`src/rtl/spi16_pkg.sv`:
```
// -----------------------------------------------------------------------------
// spi16_pkg
// Shared definitions for the spi16 write-only serializer.
//   spi_state_e  : frame FSM states (IDLE / SHIFT / GAP)
//   SPI_WORD_W   : default word length, also the number of shift cycles
//   SPI_GAP_CYC  : number of GAP cycles after the last data bit
//   spi_cnt_w    : width of the bit counter for a given word length
// -----------------------------------------------------------------------------
package spi16_pkg;

  typedef enum logic [1:0] {
    ST_IDLE  = 2'd0,
    ST_SHIFT = 2'd1,
    ST_GAP   = 2'd2
  } spi_state_e;

  localparam int SPI_WORD_W  = 16;
  localparam int SPI_GAP_CYC = 1;

  // Counter must hold WIDTH-1; a 16-bit word gives a 4-bit counter.
  function automatic int spi_cnt_w(input int width);
    int w;
    w = 1;
    while ((1 << w) < width) begin
      w = w + 1;
    end
    return w;
  endfunction

endpackage

```
`src/rtl/spi16_shreg.sv`:
```
// -----------------------------------------------------------------------------
// spi16_shreg
// Loadable left-shift register with an MSB tap. Zeros are shifted in at the
// LSB, so after WIDTH shifts the register (and the MSB tap) reads zero.
// Ports:
//   i_clk    : clock, rising edge
//   i_rst_n  : asynchronous active-low reset, clears the register
//   i_load   : load i_d (has priority over i_shift)
//   i_shift  : shift left by one, zero into the LSB
//   i_d      : parallel load word
//   o_msb    : current MSB of the register
// -----------------------------------------------------------------------------
module spi16_shreg
  import spi16_pkg::*;
#(
  parameter int WIDTH = SPI_WORD_W
) (
  input  logic             i_clk,
  input  logic             i_rst_n,
  input  logic             i_load,
  input  logic             i_shift,
  input  logic [WIDTH-1:0] i_d,
  output logic             o_msb
);

  logic [WIDTH-1:0] r_q;

  // shift register: async clear, load has priority over shift
  always_ff @(posedge i_clk or negedge i_rst_n) begin
    if (!i_rst_n) begin
      r_q <= {WIDTH{1'b0}};
    end else if (i_load) begin
      r_q <= i_d;
    end else if (i_shift) begin
      r_q <= {r_q[WIDTH-2:0], 1'b0};
    end else begin
      r_q <= r_q;
    end
  end

  assign o_msb = r_q[WIDTH-1];

endmodule

```
`src/rtl/spi16.sv`:
```
// -----------------------------------------------------------------------------
// spi16
// Write-only MSB-first serializer. A word is captured from data_in on the
// first rising edge in IDLE with valid high; cs_n drops and the MSB appears on
// mosi at that same edge. Each following edge presents the next bit, cs_n
// stays low for exactly WIDTH cycles, then GAP and IDLE keep cs_n high for
// two cycles, giving a WIDTH+2 cycle frame period while valid stays high.
// Ports:
//   sclk     : system clock, all state changes on the rising edge
//   reset    : asynchronous active-low reset, abandons any frame in flight
//   data_in  : parallel word, sampled only on the capture edge
//   valid    : level request to send, sampled only in IDLE
//   mosi     : serial data, MSB first (flop output)
//   cs_n     : active-low frame enable (flop output)
// -----------------------------------------------------------------------------
module spi16
  import spi16_pkg::*;
#(
  parameter int WIDTH = SPI_WORD_W
) (
  input  logic             sclk,
  input  logic             reset,
  input  logic [WIDTH-1:0] data_in,
  input  logic             valid,
  output logic             mosi,
  output logic             cs_n
);

  localparam int CNT_W = spi_cnt_w(WIDTH);
  localparam logic [CNT_W-1:0] CNT_ZERO = {CNT_W{1'b0}};
  localparam logic [CNT_W-1:0] CNT_ONE  = CNT_W'(1);
  localparam logic [CNT_W-1:0] CNT_LAST = CNT_W'(WIDTH - 1);
  localparam logic [CNT_W-1:0] CNT_GAP  = CNT_W'(SPI_GAP_CYC - 1);

  spi_state_e       r_state;
  spi_state_e       w_state_nxt;
  logic [CNT_W-1:0] r_cnt;
  logic [CNT_W-1:0] w_cnt_nxt;
  logic             r_cs_n;
  logic             w_cs_n_nxt;
  logic             w_load;
  logic             w_shift;
  logic             w_msb;

  // state register, bit/gap counter and registered chip select
  always_ff @(posedge sclk or negedge reset) begin
    if (!reset) begin
      r_state <= ST_IDLE;
      r_cnt   <= CNT_ZERO;
      r_cs_n  <= 1'b1;
    end else begin
      r_state <= w_state_nxt;
      r_cnt   <= w_cnt_nxt;
      r_cs_n  <= w_cs_n_nxt;
    end
  end

  // next-state, counter and shift-path control
  always_comb begin
    w_state_nxt = r_state;
    w_cnt_nxt   = r_cnt;
    w_cs_n_nxt  = 1'b1;
    w_load      = 1'b0;
    w_shift     = 1'b0;
    case (r_state)
      ST_IDLE: begin
        if (valid) begin
          // capture edge: MSB and cs_n low appear right at this edge
          w_load      = 1'b1;
          w_cnt_nxt   = CNT_LAST;
          w_cs_n_nxt  = 1'b0;
          w_state_nxt = ST_SHIFT;
        end else begin
          w_state_nxt = ST_IDLE;
        end
      end
      ST_SHIFT: begin
        // shifting also on the final edge empties the register, so mosi
        // returns to 0 together with cs_n going high
        w_shift = 1'b1;
        if (r_cnt == CNT_ZERO) begin
          w_state_nxt = ST_GAP;
          w_cnt_nxt   = CNT_GAP;
          w_cs_n_nxt  = 1'b1;
        end else begin
          w_cnt_nxt   = r_cnt - CNT_ONE;
          w_cs_n_nxt  = 1'b0;
        end
      end
      ST_GAP: begin
        if (r_cnt == CNT_ZERO) begin
          w_state_nxt = ST_IDLE;
          w_cnt_nxt   = CNT_ZERO;
        end else begin
          w_cnt_nxt   = r_cnt - CNT_ONE;
        end
      end
      default: begin
        w_state_nxt = ST_IDLE;
        w_cnt_nxt   = CNT_ZERO;
      end
    endcase
  end

  spi16_shreg #(
    .WIDTH (WIDTH)
  ) u_shreg (
    .i_clk   (sclk),
    .i_rst_n (reset),
    .i_load  (w_load),
    .i_shift (w_shift),
    .i_d     (data_in),
    .o_msb   (w_msb)
  );

  // mosi is the register MSB, which is itself a flop and reads zero
  // whenever no frame is in flight
  assign mosi = w_msb;
  assign cs_n = r_cs_n;

endmodule

```
`config.mk`:
```
export PLATFORM = sky130hd
export DESIGN_NAME = spi16
export DESIGN_NICKNAME = d
export VERILOG_FILES = /design/src/rtl/spi16_pkg.sv /design/src/rtl/spi16_shreg.sv /design/src/rtl/spi16.sv
export SDC_FILE = /design/constraint.sdc
export NUM_CORES = 1
export LEC_CHECK = 0
export CORE_ASPECT_RATIO = 0.8
export CORE_MARGIN = 5
export CORE_UTILIZATION = 44
export DETAILED_ROUTE_END_ITERATION = 10
export PLACE_DENSITY_LB_ADDON = 0.15
export SYNTH_ARGS = -nofsm -noshare
export SYNTH_HDL_FRONTEND = slang
export SYNTH_HIERARCHICAL = 1
export SYNTH_SLANG_ARGS = --single-unit
```
`constraint.sdc`:
```
create_clock -name sclk -period 1.8 [get_ports sclk]
set_input_delay 0.27 -clock sclk [delete_from_list [all_inputs] [get_ports sclk]]
set_output_delay 0.27 -clock sclk [all_outputs]
set_load 0.05 [all_outputs]
```
==> flow_summary.toml, run 1 <==
[pwr]
p_clk_share_pct = 10.2
p_sw_share_pct = 39.4
combinationalPowerShare_pct = 49.9
seqPwrFrac_pct = 40.0
netSwitchingPower_mw = 0.921
internal_power_mw = 1.42
ir_worst_vdd_mv = 0.613
p_per_area_nw_per_um2 = 1550
leakage_nw = 0.657

[floorplan]
die_w_um = 68.9
rows = 17
ios = 21
die_area_um2 = 3930
fp.coreArea_um2 = 2700
start_util_pct = 45.2
die_y_um = 57.1

[layout]
multi_input_area_um2 = 571
layout_common_cells = "dfrtp_1, nand2_1, clkdlybuf4s50_1, mux2i_1, o21ai_1"
seqCellArea_um2 = 577
layout.nets = 169
num-fill-cells = 257
n_antenna_cell = 0
layout_commonest_cell = "dfrtp_1"
drive_above_1_share_pct = 13.3
area_delta_synth_final_pct = 23.3
finalNonFillerCells = 181

[sta]
hold_viol_final = 0
timing.fmax_ghz = 0.629
worst_pin_slew_ps = 504
fin_setup_tns_ps = 0
rsz0062_at_grt = "no"
max-slew-margin-rel_pct = 66.4
timing.final.crit_period_ps = 1590
finalSetupViolations = 0
maxSlewViolCount = 0
min_period_over_period_pct = 88.3
skew_ps = 1.72

[run_status]
status = "finished, final reports clean"

[synthesis]
synth-seq-area-share_pct = 47.3
synth_seq_cells = 23
synth_area_um2 = 1220
synth_top_family_by_area = "compound AO/OA/AOI/OAI gates"
syn_inst = 117
synth.distinct_cells = 27
synthTopCellsByArea = "dfrtp_1, mux2i_1, ha_1"
synthSimpleGateAreaFrac_pct = 12.4
avgSynthCellArea_um2 = 10.4
synth.top_cell.area_share_pct = 45.1
yosys_warnings = 6
synth_top_area_cell = "dfrtp_1"
synthesis.nets = 142
synthAdderAreaFrac_pct = 6.15
synthXorXnorAreaFrac_pct = 0
synthMuxAreaShare_pct = 14.1
synth_compound_area_share_pct = 14.2

[grt]
grt_pass1_vias = 882
antenna_found_initial = 0
grt-ovfl-total = 0
grt_pass1_wl_um = 3960
track_usage_pct = 13.4
grt_max_degree = 24

[worst_setup_path]
crit_path_start_kind = "flop"
cp_slowest_cell = "dfrtp_1"
worstPathCellList = "inv_1, ha_1, or3b_4, o21ai_2, mux2_1"
worstPathArrival_ps = 1800
crit_type = "flop to flop"
endpoint_kind = "flop"
cp_max_fo = 4
cp.required_ps = 2010
cpPeakStageDelay_ps = 430

[clock_network]
clock_sinks = 23
cts_tree = "built"
cts_hold_buf = 0
clockRootBuffer = "clkbuf_4"
clockBufferDepth = 2
clkLatencyLatePin_ps = 310
cts_inserted_buffers = 3
cts_setup_buffers = 0
htreeDepth = 1
clk_pin_slew_ps = 120

[route]
drc = 0
dr_total_vias = 892
avgViaCountPerCell = 4.93
drt_wl_total_um = 2250
postRouteAntennaNets = 0
drt-wirelength-per-cell_um = 12.4
dr.pass1.iters = 4
drt_iter0_drc = 29

[placement]
portBuffers = 20
gp_congestion = 0.843
dp_hpwl_um = 1670
dp.cells = 177

[min_path]
hp-class = "input port to asynchronous set/reset pin"

[flow_run]
maxCapViolations = 0
flip-flops by register name, indices dropped and copies added, names as in the netlist:
name,flops
r_state,2
cs_n,1
u_shreg/r_q,16
r_cnt,4
worst paths after layout:
path                                 startpoint                     endpoint  slack, ps  depth (start not counted)
min                                       reset         r_cnt[0]$_DFFE_PN0N_        300                          2
max reg2reg                r_cnt[0]$_DFFE_PN0N_       r_state[0]$_DFFE_PN0P_        210                          5
max in group asynchronous                 reset               cs_n$_DFF_PN1_       1220                          2
min in group sclk                   data_in[11]  u_shreg/r_q[11]$_DFFE_PN0P_        490                          3
max                        r_cnt[0]$_DFFE_PN0N_       r_state[0]$_DFFE_PN0P_        210                          5
min reg2reg                r_cnt[0]$_DFFE_PN0N_         r_cnt[0]$_DFFE_PN0N_        520                          1
power by group through the flow:
stage | Sequential [mW] | Combinational (mW) | Clock (mW)
2_1_floorplan | 0.985 | 0.875 | 0
3_3_place_gp | 0.938 | 1.14 | 0
3_5_place_dp | 0.946 | 1.18 | 0
4_1_cts | 0.936 | 1.18 | 0.252
5_1_grt | 0.977 | 1.30 | 0.272
6_report | 0.934 | 1.17 | 0.237
Yosys cell counts:
master    count
dfrtp_1      22
or3_4         1
nor2b_1       4
buf_2         3
inv_1         5
mux2_1        1
o211ai_1      2
ha_1          6
o41ai_1       1
nor2_1        1
and2_1        1
buf_12        1
nand2_1      18
mux2i_1      16
o21ai_0       9
nor3_1        1
nand2b_1      1
o21ai_2       1
o31ai_2       2
a21oi_1       3
buf_6         1
or3b_4        1
o21ai_1      11
inv_2         1
clkbuf_1      1
dfstp_2       1
nor3b_1       2
stage by stage:
stage / total power, mW / utilization [%] / instance area, um^2 / setup WS (ps) / hold WS (ps)
finish: 2.34 / 55.7 / 1500 / 211 / 295
global route: 2.55 / 55.7 / 1500 / 158 / 312
CTS: 2.37 / 55.6 / 1500 / 32.2 / 302
detailed placement: 2.12 / 54.6 / 1480 / 223 / 497
global placement: 2.08 / 54.6 / 1480 / 259 / 488
floorplan: 1.86 / - / 1220 / 292 / -25.6
cell families (layout without fill, tap and decap cells):
kind of cell | Yosys count | count (layout)
compound gates | 29 | 29
simple gates | 30 | 30
mux | 17 | 17
buf+inv | 12 | 38
fa+ha+maj | 6 | 6
flops | 23 | 23
timing repair:
action	4_1_cts	5_1_grt
endpoints found under the setup margin	0	1
hold endpoints to repair	0	0
resized for setup	0	1
per-layer routing:
layer  vias up  global-route usage (%)  part of all wire [%]
met5         -                       0                     0
met4         0                    3.33                  0.85
met3         2                    5.12                   5.3
met2        13                    20.4                    47
met1       422                    17.8                    47
li1        455                       -                     -
area by class of cell:
class                   count  area share (%)
flip-flops and latches     23            38.4
multi-input cells          82            37.9
repair buffers             28            17.3
well taps                  38            3.16
clock buffers               4            1.75
inverters                   6            1.50
critical path: cells and delay by family (launching register included):
family	cells	cell delay, ps
flops	1	430
compound gates	1	70
mux	1	320
fa+ha+maj	1	180
simple gates	1	400
buf+inv	1	90
Power figures use the tool's default switching activity.
==> run 2: changes to the inputs <==
--- a/config.mk
+++ b/config.mk
@@ -6,11 +6,12 @@
 export NUM_CORES = 1
 export LEC_CHECK = 0
 export CORE_ASPECT_RATIO = 0.8
-export CORE_MARGIN = 5
 export CORE_UTILIZATION = 44
+export CTS_BUF_LIST = sky130_fd_sc_hd__clkbuf_2 sky130_fd_sc_hd__clkbuf_4 sky130_fd_sc_hd__clkbuf_8
 export DETAILED_ROUTE_END_ITERATION = 10
 export PLACE_DENSITY_LB_ADDON = 0.15
 export SYNTH_ARGS = -nofsm -noshare
 export SYNTH_HDL_FRONTEND = slang
 export SYNTH_HIERARCHICAL = 1
 export SYNTH_SLANG_ARGS = --single-unit
+export TNS_END_PERCENT = 30
==> run 2 against run 1 <==
Clock power down 3%; setup slack worse by 15 ps; die area down 24%; sequential cell count unchanged; global-route usage up 3.4 points; highest routed layer is now met3; combinational power about the same; sequential power up 0.9%.
==> flow_summary.toml, run 2 (same netlist as run 1, synthesis figures left out) <==
[run_status]
status = "finished, final reports clean"

[layout]
drive_above_1_share_pct = 13.4
area_delta_synth_final_pct = 23.6
layout.nets = 168
layout_common_cells = "dfrtp_1, nand2_1, clkdlybuf4s50_1, mux2i_1, o21ai_1"
top_regs = "u_shreg/r_q: 16 flops, r_cnt: 4 flops, r_state: 2 flops"
n_antenna_cell = 0
layout_commonest_cell = "dfrtp_1"
largest_reg_flops = 16
largest-register = "u_shreg/r_q"

[placement]
place_ws_ps = 200
gp_congestion = 0.739
dp_hpwl_um = 1650
portBuffers = 20

[clock_network]
cts_inserted_buffers = 3
ctsResizeCount = 0
clkLatencyLatePin_ps = 310
cts_setup_buffers = 0
cts_tree = "built"
htreeDepth = 1
clockRootBuffer = "clkbuf_4"
clk_pin_slew_ps = 120
cts_hold_buf = 0
clock_sinks = 23
clockBufferDepth = 2

[grt]
grt_pass1_wl_um = 3770
grt-ovfl-total = 0
track_usage_pct = 16.8
antenna_found_initial = 0
grt_pass1_vias = 906
grt_max_degree = 24

[worst_setup_path]
endpoint_kind = "flop"
worstPathCellList = "inv_1, ha_1, or3b_4, o21ai_2, mux2_1"
cpPeakStageDelay_ps = 430
cpLargestDelayFamily = "flip-flops"
cp_max_fo = 4
cp_slowest_cell = "dfrtp_1"
crit_type = "flop to flop"
worst-path-buf-inv = 1
worstPathArrival_ps = 1810
crit_path_start_kind = "flop"
cp.required_ps = 2010

[pwr]
totalPowerFinal_mw = 2.37
p_per_area_nw_per_um2 = 1570
leakage_nw = 0.659
ir_worst_vdd_mv = 0.961

[sta]
timing.fmax_ghz = 0.623
timing.final.crit_period_ps = 1600
hold_ws_ps = 295
rsz0062_at_grt = "no"
min_period_over_period_pct = 89.1
finalSetupViolations = 0
worst_pin_slew_ps = 499
skew_ps = 6.21
maxSlewViolCount = 0
hold_viol_final = 0
max-slew-margin-rel_pct = 66.7
setup_slack_ps = 196
fin_setup_tns_ps = 0

[floorplan]
die_area_um2 = 2990
ios = 21
rows = 16
die_w_um = 60.9
start_util_pct = 48.0
fp.coreArea_um2 = 2540
die_y_um = 49.1

[route]
dr_total_vias = 883
drt_iter0_drc = 27
drt-wirelength-per-cell_um = 12.3
dr.pass1.iters = 4
drc = 0
avgViaCountPerCell = 4.96
postRouteAntennaNets = 0
drt_wl_total_um = 2190

[min_path]
hp-class = "input port to asynchronous set/reset pin"

[flow_run]
maxCapViolations = 0
## run 2: cell count changes in the layout (fill, tap and decap cells not counted)
| cell | before | now |
|---|---|---|
| clkinv_2 | 0 | 1 |
| clkbuf_1 | 1 | 0 |
| buf_12 | 0 | 1 |
| buf_4 | 9 | 7 |
## run 2: area by class of cell
| type | count | area (um^2) |
|---|---|---|
| Fill cell | 222 | 1030 |
| Sequential cell | 23 | 577 |
| Multi-Input combinational cell | 82 | 571 |
| Timing Repair Buffer | 27 | 265 |
| Tap cell | 36 | 45.0 |
| Clock buffer | 3 | 22.5 |
| Inverter | 6 | 22.5 |
| Clock inverter | 1 | 5.00 |
## run 2: path summary, 6_finish.rpt
| kind | endpoint | slack (ps) | depth (start not counted) | startpoint |
|---|---|---|---|---|
| worst min-delay path | u_shreg/r_q[15]$_DFFE_PN0P_ | 290 | 2 | reset |
| worst max register to register | r_state[0]$_DFFE_PN0P_ | 200 | 5 | r_cnt[0]$_DFFE_PN0N_ |
| worst min register to register | r_cnt[0]$_DFFE_PN0N_ | 520 | 1 | r_cnt[0]$_DFFE_PN0N_ |
| min in group sclk | u_shreg/r_q[9]$_DFFE_PN0P_ | 490 | 3 | data_in[9] |
| worst max-delay path | r_state[0]$_DFFE_PN0P_ | 200 | 5 | r_cnt[0]$_DFFE_PN0N_ |
| max in group asynchronous | cs_n$_DFF_PN1_ | 1230 | 2 | reset |
## run 2: through the flow
stage                     utilization (%)  area (um^2)  instances
after floorplan                         -         1220        117
after global placement               58.1         1480        174
after detailed placement             58.1         1480        174
after CTS                            59.2         1510        178
after global routing                 59.3         1510        178
final                                59.3         1510        178
## run 2: power by group
part / switching, mW / internal (mW) / total (mW)
clock network: 0.147 / 0.0831 / 0.230
logic: 0.625 / 0.573 / 1.20
registers: 0.169 / 0.773 / 0.942
total: 0.941 / 1.43 / 2.37
## run 2: layer usage
metal	vias to the layer above	share of wire, %	global-route usage (%)
li1	452	-	-
met1	412	50	23.0
met2	19	45	26.4
met3	0	5.1	5.57
met4	0	0	2.27
met5	-	0	0
